## src/rtl/rv32i_prog_loader_if.sv

```systemverilog
// rv32i_prog_loader_if: instruction beat stream in, instruction memory write port out
interface rv32i_prog_loader_if #(parameter int ADDR_W = 10);
    logic              in_valid;
    logic              in_ready;
    logic [6:0]        in_opcode;
    logic [4:0]        in_rd;
    logic [4:0]        in_rs1;
    logic [4:0]        in_rs2;
    logic [2:0]        in_funct3;
    logic [6:0]        in_funct7;
    logic [31:0]       in_imm;
    logic              in_last;
    logic              imem_we;
    logic [ADDR_W-1:0] imem_addr;
    logic [31:0]       imem_wdata;
    modport master (output in_valid, in_opcode, in_rd, in_rs1, in_rs2, in_funct3, in_funct7, in_imm, in_last,
                    input in_ready, imem_we, imem_addr, imem_wdata);
    modport slave (input in_valid, in_opcode, in_rd, in_rs1, in_rs2, in_funct3, in_funct7, in_imm, in_last,
                   output in_ready, imem_we, imem_addr, imem_wdata);
endinterface

```

## src/rtl/rv32i_prog_loader.sv

```systemverilog
// rv32i_prog_loader: encodes RV32I field beats into instruction words and writes them to imem in order
module rv32i_prog_loader #(
    parameter int ADDR_W    = 10,
    parameter int BASE_ADDR = 0
) (
    input  logic                clk,
    input  logic                rst,
    input  logic                start,
    rv32i_prog_loader_if.slave  bus,
    output logic                busy,
    output logic                done,
    output logic                err,
    output logic [1:0]          err_code,
    output logic [ADDR_W:0]     count
);
    localparam logic [1:0] S_IDLE = 2'd0;
    localparam logic [1:0] S_LOAD = 2'd1;
    localparam logic [1:0] S_DONE = 2'd2;
    localparam logic [1:0] S_ERR  = 2'd3;
    localparam logic [6:0] OP_R      = 7'b0110011;
    localparam logic [6:0] OP_IMM    = 7'b0010011;
    localparam logic [6:0] OP_LOAD   = 7'b0000011;
    localparam logic [6:0] OP_JALR   = 7'b1100111;
    localparam logic [6:0] OP_STORE  = 7'b0100011;
    localparam logic [6:0] OP_BRANCH = 7'b1100011;
    localparam logic [6:0] OP_JAL    = 7'b1101111;

    logic [1:0]        state_q, state_d;
    logic [ADDR_W:0]   count_q, count_d;
    logic [ADDR_W-1:0] ptr_q, ptr_d, addr_q, addr_d;
    logic [31:0]       wdata_q, wdata_d;
    logic              we_q, we_d, done_q, done_d, err_q, err_d;
    logic [1:0]        code_q, code_d, code;
    logic              is_r, is_i, is_s, is_b, is_j, is_sh, imm_ok, acc;
    logic [6:0]        op, f7;
    logic [4:0]        rd, rs1, rs2;
    logic [2:0]        f3;
    logic [31:0]       imm, word;
    logic signed [31:0] simm;

    assign op   = bus.in_opcode;
    assign f7   = bus.in_funct7;
    assign f3   = bus.in_funct3;
    assign rd   = bus.in_rd;
    assign rs1  = bus.in_rs1;
    assign rs2  = bus.in_rs2;
    assign imm  = bus.in_imm;
    assign simm = bus.in_imm;

    assign is_r  = op == OP_R;
    assign is_i  = op == OP_IMM || op == OP_LOAD || op == OP_JALR;
    assign is_s  = op == OP_STORE;
    assign is_b  = op == OP_BRANCH;
    assign is_j  = op == OP_JAL;
    assign is_sh = op == OP_IMM && f3[1:0] == 2'b01;

    assign imm_ok = is_sh ? (simm >= 0 && simm <= 31) :
                    (is_i || is_s) ? (simm >= -2048 && simm <= 2047) :
                    is_b ? (simm >= -4096 && simm <= 4094 && !imm[0]) :
                    is_j ? (simm >= -1048576 && simm <= 1048574 && !imm[0]) : 1'b1;

    // count can never exceed 2^ADDR_W, so its top bit alone flags a full memory
    assign code = !(is_r || is_i || is_s || is_b || is_j) ? 2'b01 :
                  !imm_ok ? 2'b10 :
                  count_q[ADDR_W] ? 2'b11 : 2'b00;

    assign word = is_r  ? {f7, rs2, rs1, f3, rd, op} :
                  is_sh ? {f7, imm[4:0], rs1, f3, rd, op} :
                  is_i  ? {imm[11:0], rs1, f3, rd, op} :
                  is_s  ? {imm[11:5], rs2, rs1, f3, imm[4:0], op} :
                  is_b  ? {imm[12], imm[10:5], rs2, rs1, f3, imm[4:1], imm[11], op} :
                          {imm[20], imm[10:1], imm[11], imm[19:12], rd, op};

    assign bus.in_ready = state_q == S_LOAD;
    assign acc = bus.in_valid && state_q == S_LOAD;

    // start restarts the bookkeeping but leaves a same-cycle beat's write intact
    always_comb begin
        state_d = state_q;
        count_d = count_q;
        ptr_d   = ptr_q;
        addr_d  = addr_q;
        wdata_d = wdata_q;
        we_d    = 1'b0;
        done_d  = done_q;
        err_d   = err_q;
        code_d  = code_q;
        if (acc && code != 2'b00) begin
            state_d = S_ERR;
            err_d   = 1'b1;
            code_d  = code;
        end else if (acc) begin
            we_d    = 1'b1;
            addr_d  = ptr_q;
            wdata_d = word;
            ptr_d   = ptr_q + ADDR_W'(1);
            count_d = count_q + (ADDR_W+1)'(1);
            state_d = bus.in_last ? S_DONE : S_LOAD;
            done_d  = bus.in_last;
        end
        if (start) begin
            state_d = S_LOAD;
            count_d = '0;
            ptr_d   = ADDR_W'(BASE_ADDR);
            done_d  = 1'b0;
            err_d   = 1'b0;
            code_d  = 2'b00;
        end
    end

    always_ff @(posedge clk) begin
        if (rst) begin
            state_q <= S_IDLE;
            count_q <= '0;
            ptr_q   <= '0;
            addr_q  <= '0;
            wdata_q <= '0;
            we_q    <= 1'b0;
            done_q  <= 1'b0;
            err_q   <= 1'b0;
            code_q  <= 2'b00;
        end else begin
            state_q <= state_d;
            count_q <= count_d;
            ptr_q   <= ptr_d;
            addr_q  <= addr_d;
            wdata_q <= wdata_d;
            we_q    <= we_d;
            done_q  <= done_d;
            err_q   <= err_d;
            code_q  <= code_d;
        end
    end

    assign bus.imem_we    = we_q;
    assign bus.imem_addr  = addr_q;
    assign bus.imem_wdata = wdata_q;
    assign busy     = state_q == S_LOAD;
    assign done     = done_q;
    assign err      = err_q;
    assign err_code = code_q;
    assign count    = count_q;
endmodule

```

## src/flat_wrapper.sv

```systemverilog
// flat-port wrapper written by rule: the top's interface ports become plain ports
module rv32i_prog_loader_flat 
#(
    parameter int ADDR_W    = 10,
    parameter int BASE_ADDR = 0
)
  (clk, rst, start, busy, done, err, err_code, count, bus_in_valid, bus_in_opcode, bus_in_rd, bus_in_rs1, bus_in_rs2, bus_in_funct3, bus_in_funct7, bus_in_imm, bus_in_last, bus_in_ready, bus_imem_we, bus_imem_addr, bus_imem_wdata);
  rv32i_prog_loader_if #(.ADDR_W(ADDR_W)) bus_i ();
  input  logic clk;
  input  logic rst;
  input  logic start;
  output logic busy;
  output logic done;
  output logic err;
  output logic [1:0] err_code;
  output logic [ADDR_W:0] count;
  input wire logic [$bits(bus_i.in_valid)-1:0] bus_in_valid;
  input wire logic [$bits(bus_i.in_opcode)-1:0] bus_in_opcode;
  input wire logic [$bits(bus_i.in_rd)-1:0] bus_in_rd;
  input wire logic [$bits(bus_i.in_rs1)-1:0] bus_in_rs1;
  input wire logic [$bits(bus_i.in_rs2)-1:0] bus_in_rs2;
  input wire logic [$bits(bus_i.in_funct3)-1:0] bus_in_funct3;
  input wire logic [$bits(bus_i.in_funct7)-1:0] bus_in_funct7;
  input wire logic [$bits(bus_i.in_imm)-1:0] bus_in_imm;
  input wire logic [$bits(bus_i.in_last)-1:0] bus_in_last;
  output wire logic [$bits(bus_i.in_ready)-1:0] bus_in_ready;
  output wire logic [$bits(bus_i.imem_we)-1:0] bus_imem_we;
  output wire logic [$bits(bus_i.imem_addr)-1:0] bus_imem_addr;
  output wire logic [$bits(bus_i.imem_wdata)-1:0] bus_imem_wdata;
  assign bus_i.in_valid = bus_in_valid;
  assign bus_i.in_opcode = bus_in_opcode;
  assign bus_i.in_rd = bus_in_rd;
  assign bus_i.in_rs1 = bus_in_rs1;
  assign bus_i.in_rs2 = bus_in_rs2;
  assign bus_i.in_funct3 = bus_in_funct3;
  assign bus_i.in_funct7 = bus_in_funct7;
  assign bus_i.in_imm = bus_in_imm;
  assign bus_i.in_last = bus_in_last;
  assign bus_in_ready = bus_i.in_ready;
  assign bus_imem_we = bus_i.imem_we;
  assign bus_imem_addr = bus_i.imem_addr;
  assign bus_imem_wdata = bus_i.imem_wdata;
  rv32i_prog_loader #(.ADDR_W(ADDR_W), .BASE_ADDR(BASE_ADDR)) u_core (.clk(clk), .rst(rst), .start(start), .bus(bus_i), .busy(busy), .done(done), .err(err), .err_code(err_code), .count(count));
endmodule
```

## config.mk

```make
export PLATFORM = sky130hd
export DESIGN_NAME = rv32i_prog_loader_flat
export DESIGN_NICKNAME = d
export VERILOG_FILES = /design/src/rtl/rv32i_prog_loader_if.sv /design/src/rtl/rv32i_prog_loader.sv /design/src/flat_wrapper.sv
export SDC_FILE = /design/constraint.sdc
export NUM_CORES = 1
export LEC_CHECK = 0
export BUFFER_PORTS_ARGS = -buffer_cell sky130_fd_sc_hd__buf_2
export CELL_PAD_IN_SITES_DETAIL_PLACEMENT = 1
export CELL_PAD_IN_SITES_GLOBAL_PLACEMENT = 1
export CORE_MARGIN = 2
export CORE_UTILIZATION = 39
export DETAILED_ROUTE_END_ITERATION = 10
export PLACE_DENSITY = 0.82
export SETUP_SLACK_MARGIN = 0.1
export SYNTH_ARGS = -nofsm -noshare
export SYNTH_HDL_FRONTEND = slang
export SYNTH_SLANG_ARGS = --single-unit
export TNS_END_PERCENT = 100
```

## constraint.sdc

```tcl
create_clock -name clk -period 5.5 [get_ports clk]
set_input_delay 0 -clock clk [delete_from_list [all_inputs] [get_ports clk]]
set_output_delay 0 -clock clk [all_outputs]
set_load 0.02 [all_outputs]
```

==> run metrics <==
DR pass1 iterations=4; WP data required=5.79 ns; Max Clk Rate=338 MHz; Yosys top cell by area=dfxtp_1; initial antenna violation count=0; synthesized cell area=0.00381 mm²; worst slew pin tran=0.983 ns; Hold Path Class=input port to flop; Worst setup EP type=flop; CP Launch Type=input port; final antenna-violating net count=0; # rows=36; Die X=103 µm; post-synth top area share=36.8%; CP top delay family=compound AO/OA/AOI/OAI gates; TritonCTS clock tree=done; Synth Flop Type=dfxtp_1; die height=103 µm; setup_tns=0 ns; Pwr Density=228 mW/mm²; CP cell instances=dlygate4sd3_1 -> buf_2 -> and3b_1 -> and4_1 -> nand3_1 -> o32a_1 -> a21oi_4 -> mux2i_1; half-perimeter wire length after placement=8.20 mm; sequential area share after synthesis=36.8%; largest net degree at the start of global routing=44; final setup fails=0; final core occ=49.8%; Slew Viols, Final=0; boundary pin count=129; vias=3,774; layout cells sized above 1=30.8%; CTS sink cnt=70; syn_nets=520; Starting Density=39.5%; Mean Syn Cell Area=8.49 µm²; CP peak stage delay=0.89 ns; clock transition at the registers of the reported paths=0.08 ns; Wirelength per Cell=16.1 µm; Buf/Inv on CP=2; number of global-route vias before repair=3,703; Worst Setup Path Type=input port to flop; unrepaired setup endpoints after global routing=false; max cap viols=0; Vias/cell=5.34; DRC viols=0; core area=0.00964 mm²; Initial DRC Count=114; NumNets Final=640; die area=0.0106 mm²; Worst slew margin=34.3%; total CTS buffers=9; Final period util=53.8%; CP max-delay cell=a21oi_4; Post-synth EDFFs=0; CP Max Fanout=24; outcome=finished clean; VDD IR max=0.116 mV; Longest Clk Path Bufs=2; Tot GR Track Use=21.7%; cells after synthesis=449; synth warn=0; # diodes=0; post-cts sizing count=0; GRT overflow=0; Hold Vio Cnt, Final=0; cell leakage power=2.14 nW; PortBufs=128; # H-tree levels=3; area delta synth->final=25.9%; DRT Wirelength=11.4 mm; Clock Skew=0.0123 ns; first-pass GRT wire length=18.1 mm; Routability Congestion=0.833; clock latency on the worst-skew pair=0.37 ns; Async SR Flop Fraction=0%; post-synthesis cell type count=45; Seq cells post-synth=70; top post-synthesis cells by area=dfxtp_1, mux2i_1, nand2_1, mux2_2, or3_1; minimum clock period=2.96 ns; root buf cell=clkbuf_8; Arr. time, crit path=3.25 ns
## registers in the layout (all words and copies together) (netlist names)
signal                 flops
u_core.bus.imem_wdata     32
u_core.count              11
u_core.bus.imem_addr      10
u_core.ptr_q              10
u_core.err_code            2
u_core.state_q             2
u_core.bus.imem_we         1
u_core.done                1
u_core.err                 1
## worst register-to-register path, stage by stage, from the launching register on
cell and delay [ns]:
dfxtp_1 0.33, nor2b_1 0.23, and2_1 0.43, nand2_1 0.19
a21oi_4 0.79, mux2i_1 0.30
## layout make-up
type	instances	area, µm²
Multi-Input combinational cell	342	2240
Inverter	5	18.8
Fill cell	1213	4840
Timing Repair Buffer	141	756
Clock buffer	9	124
Tap cell	133	166
Clock inverter	7	96.3
Sequential cell	70	1400
## through the flow
| step | hold WS [ns] | power, mW | area, µm² | instances | worst slack (ns) |
|---|---|---|---|---|---|
| floorplan | 0.109 | 0.582 | 3810 | 449 | 3.14 |
| global placement | 0.233 | 0.625 | 4510 | 684 | 2.50 |
| detailed placement | 0.234 | 0.629 | 4510 | 684 | 2.40 |
| CTS | 0.00932 | 1.11 | 4800 | 707 | 2.54 |
| global route | 0.0425 | 1.14 | 4800 | 707 | 2.30 |
| finish | 0.0177 | 1.10 | 4800 | 707 | 2.54 |
## routing by layer
metal,wire length [µm],GRT usage (%),vias to the layer above
met5,0,0,-
met4,152,8.00,0
met3,662,4.81,14
met2,5630,36.6,110
met1,4910,27.3,1820
li1,-,-,1830
## final timing paths
| kind | startpoint | endpoint | slack (ns) | cells past startpoint |
|---|---|---|---|---|
| setup / recovery | bus_in_opcode[3] | u_core.bus.imem_addr[4] | 2.54 | 8 |
| hold / removal | bus_in_funct3[2] | u_core.bus.imem_wdata[14] | 0.02 | 4 |
| hold reg to reg | u_core.bus.imem_addr[9] | u_core.bus.imem_addr[9] | 0.46 | 2 |
| setup reg to reg | u_core.state_q[0] | u_core.bus.imem_addr[4] | 3.17 | 5 |
## Yosys cell counts (4+ instances only)
| master | n |
|---|---|
| and3_1 | 6 |
| inv_1 | 4 |
| dfxtp_1 | 70 |
| or3_1 | 20 |
| o21ai_0 | 7 |
| nand2_1 | 95 |
| mux2i_1 | 62 |
| a21oi_1 | 20 |
| clkbuf_1 | 24 |
| buf_6 | 4 |
| mux2_2 | 19 |
| nor2b_1 | 14 |
| nor2_1 | 24 |
| nand4_1 | 16 |
| nor4_1 | 8 |
| nand3_1 | 12 |
| nor3_1 | 5 |
| mux2_4 | 5 |
## where the power goes
group	leakage [nW]	internal [mW]	switching [mW]	total, mW
sequential	0.564	0.509	0.00145	0.510
clock	0.114	0.257	0.218	0.475
combinational	1.47	0.0466	0.0638	0.110
## placed cells by master (no fill, tap or decap), types with 4 or more instances in the layout
master         instances
dfxtp_1               70
mux2i_1               62
inv_1                  4
nand2_1               95
or3_1                 20
clkbuf_8               9
o21ai_0                7
mux2_4                 5
nor4_1                 7
buf_4                  6
nor2b_1               14
mux2_2                19
dlygate4sd3_1          7
nand4_1               16
a21oi_1               20
nand3_1               12
buf_2                128
nor2_1                24
and3_1                 6
nor3_1                 5
## cell families after synthesis
group | Yosys count | synth area share (%)
muxes | 86 | 23.9
buffers and inverters | 37 | 4.92
AOI/OAI and AO/OA | 46 | 7.72
DFF | 70 | 36.8
adders and majority gates | 2 | 0.656
and+or+nand+nor | 208 | 26.1
## repair_timing
action,in CTS,in global routing
endpoints found under the hold margin,9,0
hold buffers,7,0
setup buffers,0,0
No activity file was read; power rests on OpenSTA's default activity.
